[src/rtl/seq_scan_ctrl_if.sv]
// Bundle of host/stream signals for the serial pattern-scan controller.
//   slave  : controller side (takes config/control/stream, drives status)
//   master : host/stream side
//   cfg_*        config offer/accept plus pattern, target and overlap mode
//   start/abort  run control pulses
//   bit_valid/bit_in  valid-qualified serial stream
//   match/match_cnt/busy/done  registered status back to the host
interface seq_scan_ctrl_if #(
    parameter int PAT_W = 5,
    parameter int CNT_W = 8
);
    logic             cfg_valid;
    logic             cfg_ready;
    logic [PAT_W-1:0] cfg_pattern;
    logic [CNT_W-1:0] cfg_target;
    logic             cfg_overlap;
    logic             start;
    logic             abort;
    logic             bit_valid;
    logic             bit_in;
    logic             match;
    logic [CNT_W-1:0] match_cnt;
    logic             busy;
    logic             done;

    modport slave (
        input  cfg_valid, cfg_pattern, cfg_target, cfg_overlap,
        input  start, abort, bit_valid, bit_in,
        output cfg_ready, match, match_cnt, busy, done
    );

    modport master (
        output cfg_valid, cfg_pattern, cfg_target, cfg_overlap,
        output start, abort, bit_valid, bit_in,
        input  cfg_ready, match, match_cnt, busy, done
    );
endinterface

[src/rtl/seq_scan_ctrl.sv]
// Run controller for serial bit-pattern detection.
// Holds a programmable pattern (MSB = first bit received), scans a valid-qualified
// serial stream while in SCAN, and counts matches in overlapping or non-overlapping
// mode. A non-zero target ends the run in DONE when the count reaches it.
// Ports:
//   clk  clock, all logic on posedge
//   rst  synchronous active-high reset (clears configuration too)
//   bus  seq_scan_ctrl_if.slave: config handshake, start/abort, stream, status
module seq_scan_ctrl #(
    parameter int PAT_W = 5,
    parameter int CNT_W = 8
) (
    input  logic                 clk,
    input  logic                 rst,
    seq_scan_ctrl_if.slave       bus
);
    localparam int FW = $clog2(PAT_W + 1);
    localparam logic [FW-1:0] FILL_FULL = FW'(PAT_W);

    localparam logic [1:0] S_IDLE = 2'd0;
    localparam logic [1:0] S_SCAN = 2'd1;
    localparam logic [1:0] S_DONE = 2'd2;

    logic [1:0]       state_q, state_d;
    logic             configured_q, configured_d;
    logic [PAT_W-1:0] pattern_q, pattern_d;
    logic [CNT_W-1:0] target_q, target_d;
    logic             overlap_q, overlap_d;
    logic [PAT_W-1:0] window_q, window_d;
    logic [FW-1:0]    fill_q, fill_d;
    logic             match_q, match_d;
    logic [CNT_W-1:0] match_cnt_q, match_cnt_d;
    logic             busy_q, busy_d;
    logic             done_q, done_d;
    logic             cfg_ready_q, cfg_ready_d;

    logic             cfg_xfer;
    logic [PAT_W-1:0] win_sh;
    logic [FW-1:0]    fill_inc;
    logic [CNT_W-1:0] cnt_inc;

    // cfg_ready is only ever high in IDLE/DONE, so a transfer implies one of those.
    assign cfg_xfer = bus.cfg_valid && cfg_ready_q;
    assign win_sh   = {window_q[PAT_W-2:0], bus.bit_in};
    assign fill_inc = (fill_q == FILL_FULL) ? fill_q : fill_q + 1'b1;
    assign cnt_inc  = (&match_cnt_q) ? match_cnt_q : match_cnt_q + 1'b1;

    always_comb begin
        state_d      = state_q;
        configured_d = configured_q;
        pattern_d    = pattern_q;
        target_d     = target_q;
        overlap_d    = overlap_q;
        window_d     = window_q;
        fill_d       = fill_q;
        match_d      = 1'b0;
        match_cnt_d  = match_cnt_q;

        if (cfg_xfer) begin
            configured_d = 1'b1;
            pattern_d    = bus.cfg_pattern;
            target_d     = bus.cfg_target;
            overlap_d    = bus.cfg_overlap;
        end

        case (state_q)
            S_IDLE: begin
                // A same-cycle config offer wins; the start is dropped.
                if (!cfg_xfer && bus.start && configured_q) begin
                    state_d     = S_SCAN;
                    window_d    = '0;
                    fill_d      = '0;
                    match_cnt_d = '0;
                end
            end
            S_SCAN: begin
                if (bus.abort) begin
                    state_d = S_IDLE;
                end else if (bus.bit_valid) begin
                    window_d = win_sh;
                    fill_d   = fill_inc;
                    if (fill_inc == FILL_FULL && win_sh == pattern_q) begin
                        match_d     = 1'b1;
                        match_cnt_d = cnt_inc;
                        // Non-overlap: the next match must be built from fresh bits.
                        if (!overlap_q) fill_d = '0;
                        if (target_q != '0 && cnt_inc == target_q) state_d = S_DONE;
                    end
                end
            end
            S_DONE: begin
                if (cfg_xfer) begin
                    state_d = S_IDLE;
                end else if (bus.start && !bus.cfg_valid) begin
                    state_d     = S_SCAN;
                    window_d    = '0;
                    fill_d      = '0;
                    match_cnt_d = '0;
                end
            end
            default: state_d = S_IDLE;
        endcase

        busy_d      = (state_d == S_SCAN);
        done_d      = (state_d == S_DONE);
        cfg_ready_d = (state_d != S_SCAN);
    end

    always_ff @(posedge clk) begin
        if (rst) begin
            state_q      <= S_IDLE;
            configured_q <= 1'b0;
            pattern_q    <= '0;
            target_q     <= '0;
            overlap_q    <= 1'b0;
            window_q     <= '0;
            fill_q       <= '0;
            match_q      <= 1'b0;
            match_cnt_q  <= '0;
            busy_q       <= 1'b0;
            done_q       <= 1'b0;
            cfg_ready_q  <= 1'b1;
        end else begin
            state_q      <= state_d;
            configured_q <= configured_d;
            pattern_q    <= pattern_d;
            target_q     <= target_d;
            overlap_q    <= overlap_d;
            window_q     <= window_d;
            fill_q       <= fill_d;
            match_q      <= match_d;
            match_cnt_q  <= match_cnt_d;
            busy_q       <= busy_d;
            done_q       <= done_d;
            cfg_ready_q  <= cfg_ready_d;
        end
    end

    assign bus.match     = match_q;
    assign bus.match_cnt = match_cnt_q;
    assign bus.busy      = busy_q;
    assign bus.done      = done_q;
    assign bus.cfg_ready = cfg_ready_q;
endmodule

[src/flat_wrapper.sv]
// flat-port wrapper written by rule: the top's interface ports become plain ports
module seq_scan_ctrl_flat 
#(
    parameter int PAT_W = 5,
    parameter int CNT_W = 8
)
  (clk, rst, bus_cfg_valid, bus_cfg_pattern, bus_cfg_target, bus_cfg_overlap, bus_start, bus_abort, bus_bit_valid, bus_bit_in, bus_cfg_ready, bus_match, bus_match_cnt, bus_busy, bus_done);
  seq_scan_ctrl_if #(.PAT_W(PAT_W), .CNT_W(CNT_W)) bus_i ();
  input  logic clk;
  input  logic rst;
  input wire logic [$bits(bus_i.cfg_valid)-1:0] bus_cfg_valid;
  input wire logic [$bits(bus_i.cfg_pattern)-1:0] bus_cfg_pattern;
  input wire logic [$bits(bus_i.cfg_target)-1:0] bus_cfg_target;
  input wire logic [$bits(bus_i.cfg_overlap)-1:0] bus_cfg_overlap;
  input wire logic [$bits(bus_i.start)-1:0] bus_start;
  input wire logic [$bits(bus_i.abort)-1:0] bus_abort;
  input wire logic [$bits(bus_i.bit_valid)-1:0] bus_bit_valid;
  input wire logic [$bits(bus_i.bit_in)-1:0] bus_bit_in;
  output wire logic [$bits(bus_i.cfg_ready)-1:0] bus_cfg_ready;
  output wire logic [$bits(bus_i.match)-1:0] bus_match;
  output wire logic [$bits(bus_i.match_cnt)-1:0] bus_match_cnt;
  output wire logic [$bits(bus_i.busy)-1:0] bus_busy;
  output wire logic [$bits(bus_i.done)-1:0] bus_done;
  assign bus_i.cfg_valid = bus_cfg_valid;
  assign bus_i.cfg_pattern = bus_cfg_pattern;
  assign bus_i.cfg_target = bus_cfg_target;
  assign bus_i.cfg_overlap = bus_cfg_overlap;
  assign bus_i.start = bus_start;
  assign bus_i.abort = bus_abort;
  assign bus_i.bit_valid = bus_bit_valid;
  assign bus_i.bit_in = bus_bit_in;
  assign bus_cfg_ready = bus_i.cfg_ready;
  assign bus_match = bus_i.match;
  assign bus_match_cnt = bus_i.match_cnt;
  assign bus_busy = bus_i.busy;
  assign bus_done = bus_i.done;
  seq_scan_ctrl #(.PAT_W(PAT_W), .CNT_W(CNT_W)) u_core (.clk(clk), .rst(rst), .bus(bus_i));
endmodule
[config.mk]
export PLATFORM = sky130hd
export DESIGN_NAME = seq_scan_ctrl_flat
export DESIGN_NICKNAME = d
export VERILOG_FILES = /design/src/rtl/seq_scan_ctrl_if.sv /design/src/rtl/seq_scan_ctrl.sv /design/src/flat_wrapper.sv
export SDC_FILE = /design/constraint.sdc
export NUM_CORES = 1
export LEC_CHECK = 0
export CORE_MARGIN = 2
export CORE_UTILIZATION = 55
export DETAILED_ROUTE_END_ITERATION = 6
export PLACE_DENSITY = 0.82
export REMOVE_ABC_BUFFERS = 1
export SLEW_MARGIN = 20
export SYNTH_ARGS = -nofsm -noshare
export SYNTH_HDL_FRONTEND = slang
export SYNTH_SLANG_ARGS = --single-unit
[constraint.sdc]
create_clock -name clk -period 3.2 [get_ports clk]
set_input_delay 0.64 -clock clk [delete_from_list [all_inputs] [get_ports clk]]
set_output_delay 0.64 -clock clk [all_outputs]
set_load 0.03 [all_outputs]
## Word-level counts from Yosys, hierarchy flattened

Cells that the tools add are included.

| word-level totals | value |
|---|---|
| register bits | 36 |
| input bits | 21 |
| output and inout bits | 12 |
| logic and storage cells | 78 |

| operators by class | value |
|---|---|
| add/subtract/negate cells | 2 |
| equality and inequality tests | 15 |
| muxes and demuxes | 32 |
| bitwise logic cells | 2 |
| reduce and logical (&&, ||, !) cells | 15 |

Operators with widths:

| cell | count |
|---|---|
| 2-to-1 mux 8 bit | 7 |
| 2-to-1 mux 3 bit | 8 |
| one-hot mux 8 bit (3 select lines) | 1 |
| 2-to-1 mux 4 bit | 5 |
| 2-to-1 mux 2 bit | 7 |
| one-hot mux 4 bit (3 select lines) | 1 |
| one-hot mux 3 bit (3 select lines) | 1 |
| adder 8 x 1 -> 8 bit (second input constant) | 1 |
| equality test 8 bit | 1 |
| != test 2 x 1 -> 1 bit (second input constant) | 4 |
| AND reduction 8 bit | 1 |
| nonzero test 8 bit | 1 |
| AND reduction 7 bit | 1 |
| equality test 3 bit (second input constant) | 2 |
| logical AND 1 bit | 6 |
| != test 2 bit (second input constant) | 3 |
| one-hot mux 2 bit (3 select lines) | 1 |
| AND reduction 6 bit | 1 |
| equality test 5 bit | 1 |
| equality test 2 x 1 -> 1 bit (second input constant) | 2 |
| equality test 2 bit (second input constant) | 2 |
| OR reduction 4 bit | 1 |
| adder 3 x 1 -> 3 bit (second input constant) | 1 |
| nonzero test 3 bit | 1 |
| other kinds (4) | 6 |

## Logic depth before layout (Yosys ltp)

| logic depth | value |
|---|---|
| word-level depth | 10 |
| depth in mapped cells | 9 |

## Least setup slack after synthesis

OpenSTA, ideal clock, no wires.

| path | value |
|---|---|
| path type | reg-to-reg |
| from | register u_core.match_cnt_q[0], in the netlist u_core.bus.match_cnt[0] |
| to | register u_core.busy_q, in the netlist u_core.bus.busy |
| library setup time | 0.119 ns |
| data arrival time | 2.173 ns |
| required time | 3.081 ns |
| path slack | 0.908 ns |
| stages on the path, launching flop included | 8 |
| buffers on the path | 0 |
| clock period less this slack | 2.292 ns |
| path through | dfxtp_1 ha_1 and4_4 nand2_2 mux2i_1 a2111oi_4 nand3_2 o221a_1 |

| on the way | value |
|---|---|
| cells in the longest elaborated chain, start to end | 10 |
| elaborated cells on any way between the ends | 11 |

RTL lines:

| item | line | source |
|---|---|---|
| start: declaration | seq_scan_ctrl.sv:32 | `logic [CNT_W-1:0] match_cnt_q, match_cnt_d;` |
| start signal: assignment | seq_scan_ctrl.sv:132 | `match_cnt_q <= match_cnt_d;` |
| adder 8 x 1 -> 8 bit or AND reduction 8 bit (tied branches) | seq_scan_ctrl.sv:46 | `assign cnt_inc = (&match_cnt_q) ? match_cnt_q : match_cnt_q + 1'b1;` |
| 2-to-1 mux 8 bit * | seq_scan_ctrl.sv:46 |  |
| equality test 8 bit * | seq_scan_ctrl.sv:87 | `if (target_q != '0 && cnt_inc == target_q) state_d = S_DONE;` |
| logical AND 1 bit * | seq_scan_ctrl.sv:87 |  |
| 2-to-1 mux 2 bit * | seq_scan_ctrl.sv:87 |  |
| 2-to-1 mux 2 bit * | seq_scan_ctrl.sv:82 | `if (fill_inc == FILL_FULL && win_sh == pattern_q) begin` |
| 2-to-1 mux 2 bit * | seq_scan_ctrl.sv:79 | `end else if (bus.bit_valid) begin` |
| 2-to-1 mux 2 bit * | seq_scan_ctrl.sv:77 | `if (bus.abort) begin` |
| one-hot mux 2 bit (3 select lines) * | seq_scan_ctrl.sv:66 | `case (state_q)` |
| equality test 2 x 1 -> 1 bit * | seq_scan_ctrl.sv:104 | `busy_d = (state_d == S_SCAN);` |
| end signal: assignment | seq_scan_ctrl.sv:133 | `busy_q <= busy_d;` |
| end: declaration | seq_scan_ctrl.sv:33 | `logic busy_q, busy_d;` |

Mark *: on every way between the ends. The rest lies on a longest branch, timed or not.
A chain may end at the register's enable or synchronous reset.

## Final worst setup path

| path | value |
|---|---|
| from | register u_core.match_cnt_q[0], in the netlist u_core.bus.match_cnt[0] |
| to | register u_core.state_q[0] |

| on the way | value |
|---|---|
| cells in the longest elaborated chain, start to end | 9 |
| elaborated cells on any way between the ends | 10 |

RTL lines:

| item | line | source |
|---|---|---|
| adder 8 x 1 -> 8 bit or AND reduction 8 bit (tied branches) | seq_scan_ctrl.sv:46 |  |
| 2-to-1 mux 8 bit * | seq_scan_ctrl.sv:46 |  |
| equality test 8 bit * | seq_scan_ctrl.sv:87 |  |
| logical AND 1 bit * | seq_scan_ctrl.sv:87 |  |
| 2-to-1 mux 2 bit * | seq_scan_ctrl.sv:87 |  |
| 2-to-1 mux 2 bit * | seq_scan_ctrl.sv:82 |  |
| 2-to-1 mux 2 bit * | seq_scan_ctrl.sv:79 |  |
| 2-to-1 mux 2 bit * | seq_scan_ctrl.sv:77 |  |
| one-hot mux 2 bit (3 select lines) * | seq_scan_ctrl.sv:66 |  |
| end signal: assignment | seq_scan_ctrl.sv:124 | `state_q <= state_d;` |
| end: declaration | seq_scan_ctrl.sv:24 | `logic [1:0] state_q, state_d;` |

Marks and branches as above.

==> results.md <==
* Status: completed
* Headroom to the max-slew limit at between 60% and 70%
* Slew @ Worst Pin at 548 ps
* First-pass GRT wire length at between 7000 and 8000 um
* Post-synthesis async set-or-reset flop share at 0%
* Synth warnings at 0
* Pins Over Slew Limit at 0
* Netlist Area Pre-Place at slightly below 2000 um2
* CTS Hold Bufs at 0
* Synth unique cells at 56
* Critical-path top delay cell: dfxtp_1
* Max-cap violation count at 0
* CP Launch Type: flop
* Final period utilization at between 70% and 80%
* RSZ-0062 raised after global routing: no
* Core Area at around 3400 um2
* Via Count at approximately 1.9k
* CTS tree: built
* Synthesized flop and latch total at 36
* Starting density of the core at 58.1%
* Placed cells at 309
* TNS Setup at 0 ps
* Critical path's largest stage delay at 490 ps
* Crit end category: flop
* CP required at about 3500 ps
* Number of vias per cell at approximately 6
* Cells after Synth at 240
* Sequential cell area at 721 um2
* Worst hold path type: flop to flop
* Worst hold path stage count at 2
* Multi-input gate area at 1170 um2
* Num CTS Buffers at 5
* WP data arrival at 2640 ps
* CP Class: flop to flop
* Seq/Total Area, Yosys at 36.6%
* Mean Syn Cell Area at 8.21 um2
* CTS Sinks at 36
* Fmax at 418 MHz
* EDFF count, synth at 0
* CTS max path bufs at 2
* Hold Fails Final Rpt at 0
* Final min period at between 2000 and 2500 ps
* Die area at roughly 4100 um2
* ANT cells at 0
* Cell area power density at 377 nW/um2
* Final Setup Violations at 0
* DRC Markers at 0
* Die Wd at 63.8 um
* Gp weighted congestion at 0.842
* Main synth FF type: dfxtp_1
* Routed wire length at 4450 um
* DR pass1 iterations at 4
* Worst reg2reg setup slack at 810 ps
* GRT overflow at 0
* # IOs at 33
* Total track usage at 24.0%
* Row count at 21
* Min Hold Slack at 476 ps
* H-Tree Depth at 2
* HPWL Detailed at 3240 um
* Clock Skews at around 9.5 ps
* Worst-path maximum fanout at 8
* Detailed Route Iter0 Violations at 184
* Worst skew pair latency at 350 ps
* DR WL/cell at approximately 14 um
* Routed Antenna Nets at 0
* Static Leak at 0.796 nW
* Post-CTS setup buffers at 0
* Total of fill cells in the finished design at approximately 300
* Chip height at about 64 um
* Root Buffer: clkbuf_4
* Vias in the first global route at 1,627
* Initial antenna violation count at 0
* VDD IR max at 331 uV
* Clk slew on worst S/H paths at roughly 120 ps
* Register-to-Register Path Depth at 7
* Cell Chain, Critical Path: ha_1, and4_4, a311oi_1, a21o_1, a211oi_1, nand4_1, o221a_1
* Share of layout cells above drive strength 1 at 9.23%
* Area growth syn-to-layout at 21.4%
* CTS-repair resized insts at 0
* Post-Layout Cell Count at 317
* Post-layout nets at 294
* Largest net degree at the start of global routing at 34
* Port bufs at 32
## flip-flops by register name, summed over array words and instances, names as in the netlist, 2 cells and up
| signal | count |
|---|---|
| u_core.bus.match_cnt | 8 |
| u_core.state_q | 2 |
| u_core.pattern_q | 5 |
| u_core.window_q | 4 |
| u_core.target_q | 8 |
| u_core.fill_q | 3 |
## per-stage QoR
stage                     util [%]  total power, mW  cell area (um2)  setup slack, ps
after floorplan                  -            0.536             1910              908
after global placement        68.2            0.587             2310              640
after detailed placement      68.2            0.588             2310              616
after CTS                     70.5            0.910             2390              829
after global routing          70.5            0.945             2390              641
final                         70.5            0.901             2390              809
## power by group
part	internal (mW)	switching (mW)	total, mW
Combinational	0.0512	0.0527	0.104
Clock	0.163	0.161	0.323
Sequential	0.461	0.0133	0.474
Total	0.675	0.227	0.901
## cell usage in the layout, fill, tap and decap left out, drive strengths merged, types with 3 or more instances in the layout
master and n:
o31ai 3, clkdlybuf4s50 32, a211oi 6, clkbuf 5
nor3 4, xnor2 8, nand3 13, nand2 42
o21ai 6, and3 3, a31oi 5, o22ai 4
nor2 10, nand4 3, ha 3, dfxtp 36
o2111ai 3, a21oi 31, nand2b 4, inv 6
buf 3
## metal layers
layer / part of all wire [%] / global-route usage [%] / up-vias
li1: - / - / 947
met1: 45 / 32.8 / 865
met2: 47 / 37.4 / 66
met3: 6.6 / 5.28 / 7
met4: 1.3 / 7.88 / 0
met5: 0 / 0 / -
## kinds of logic after synthesis
group	Yosys count	synth area share [%]
flops	36	36.6
buf+inv	18	4.13
fa+ha+maj	3	1.91
xor+xnor	10	4.45
mux	2	1.08
compound gates	75	26.6
simple gates	96	25.3
## final cells by class
class                      instances  share of cell area, %
tap                               46                   2.41
inverter                           6                  0.942
timing repair buffer              35                   14.3
sequential                        36                   30.1
clock inverter                     3                   1.78
multi-input combinational        186                   48.8
clock buffer                       5                   1.57
## final timing paths
check,from,to
max,u_core.bus.match_cnt[0]$_SDFFE_PP0P_,u_core.state_q[0]$_SDFF_PP0_
min reg2reg,u_core.pattern_q[2]$_SDFFE_PP0P_,u_core.pattern_q[2]$_SDFFE_PP0P_
max reg2reg,u_core.bus.match_cnt[0]$_SDFFE_PP0P_,u_core.state_q[0]$_SDFF_PP0_
min,u_core.pattern_q[2]$_SDFFE_PP0P_,u_core.pattern_q[2]$_SDFFE_PP0P_
## synthesized netlist by cell type (all sizes together), types with 5 or more instances
library cell,n,area [um2]
a211oi,6,55.1
a21oi,31,166
a31oi,5,31.3
buf,6,36.3
clkbuf,6,22.5
dfxtp,36,721
inv,6,22.5
nand2,42,160
nand3,13,80.1
nor2,10,37.5
o21ai,6,30.0
xnor2,8,70.1
## worst max-delay path, delay by kind of cell, from the launching register on
kind	cells	cell delay, ps
DFF	1	490
adders and majority gates	1	370
AOI/OAI and AO/OA	4	850
and+or+nand+nor	2	570
No activity file was read; power rests on OpenSTA's default activity.
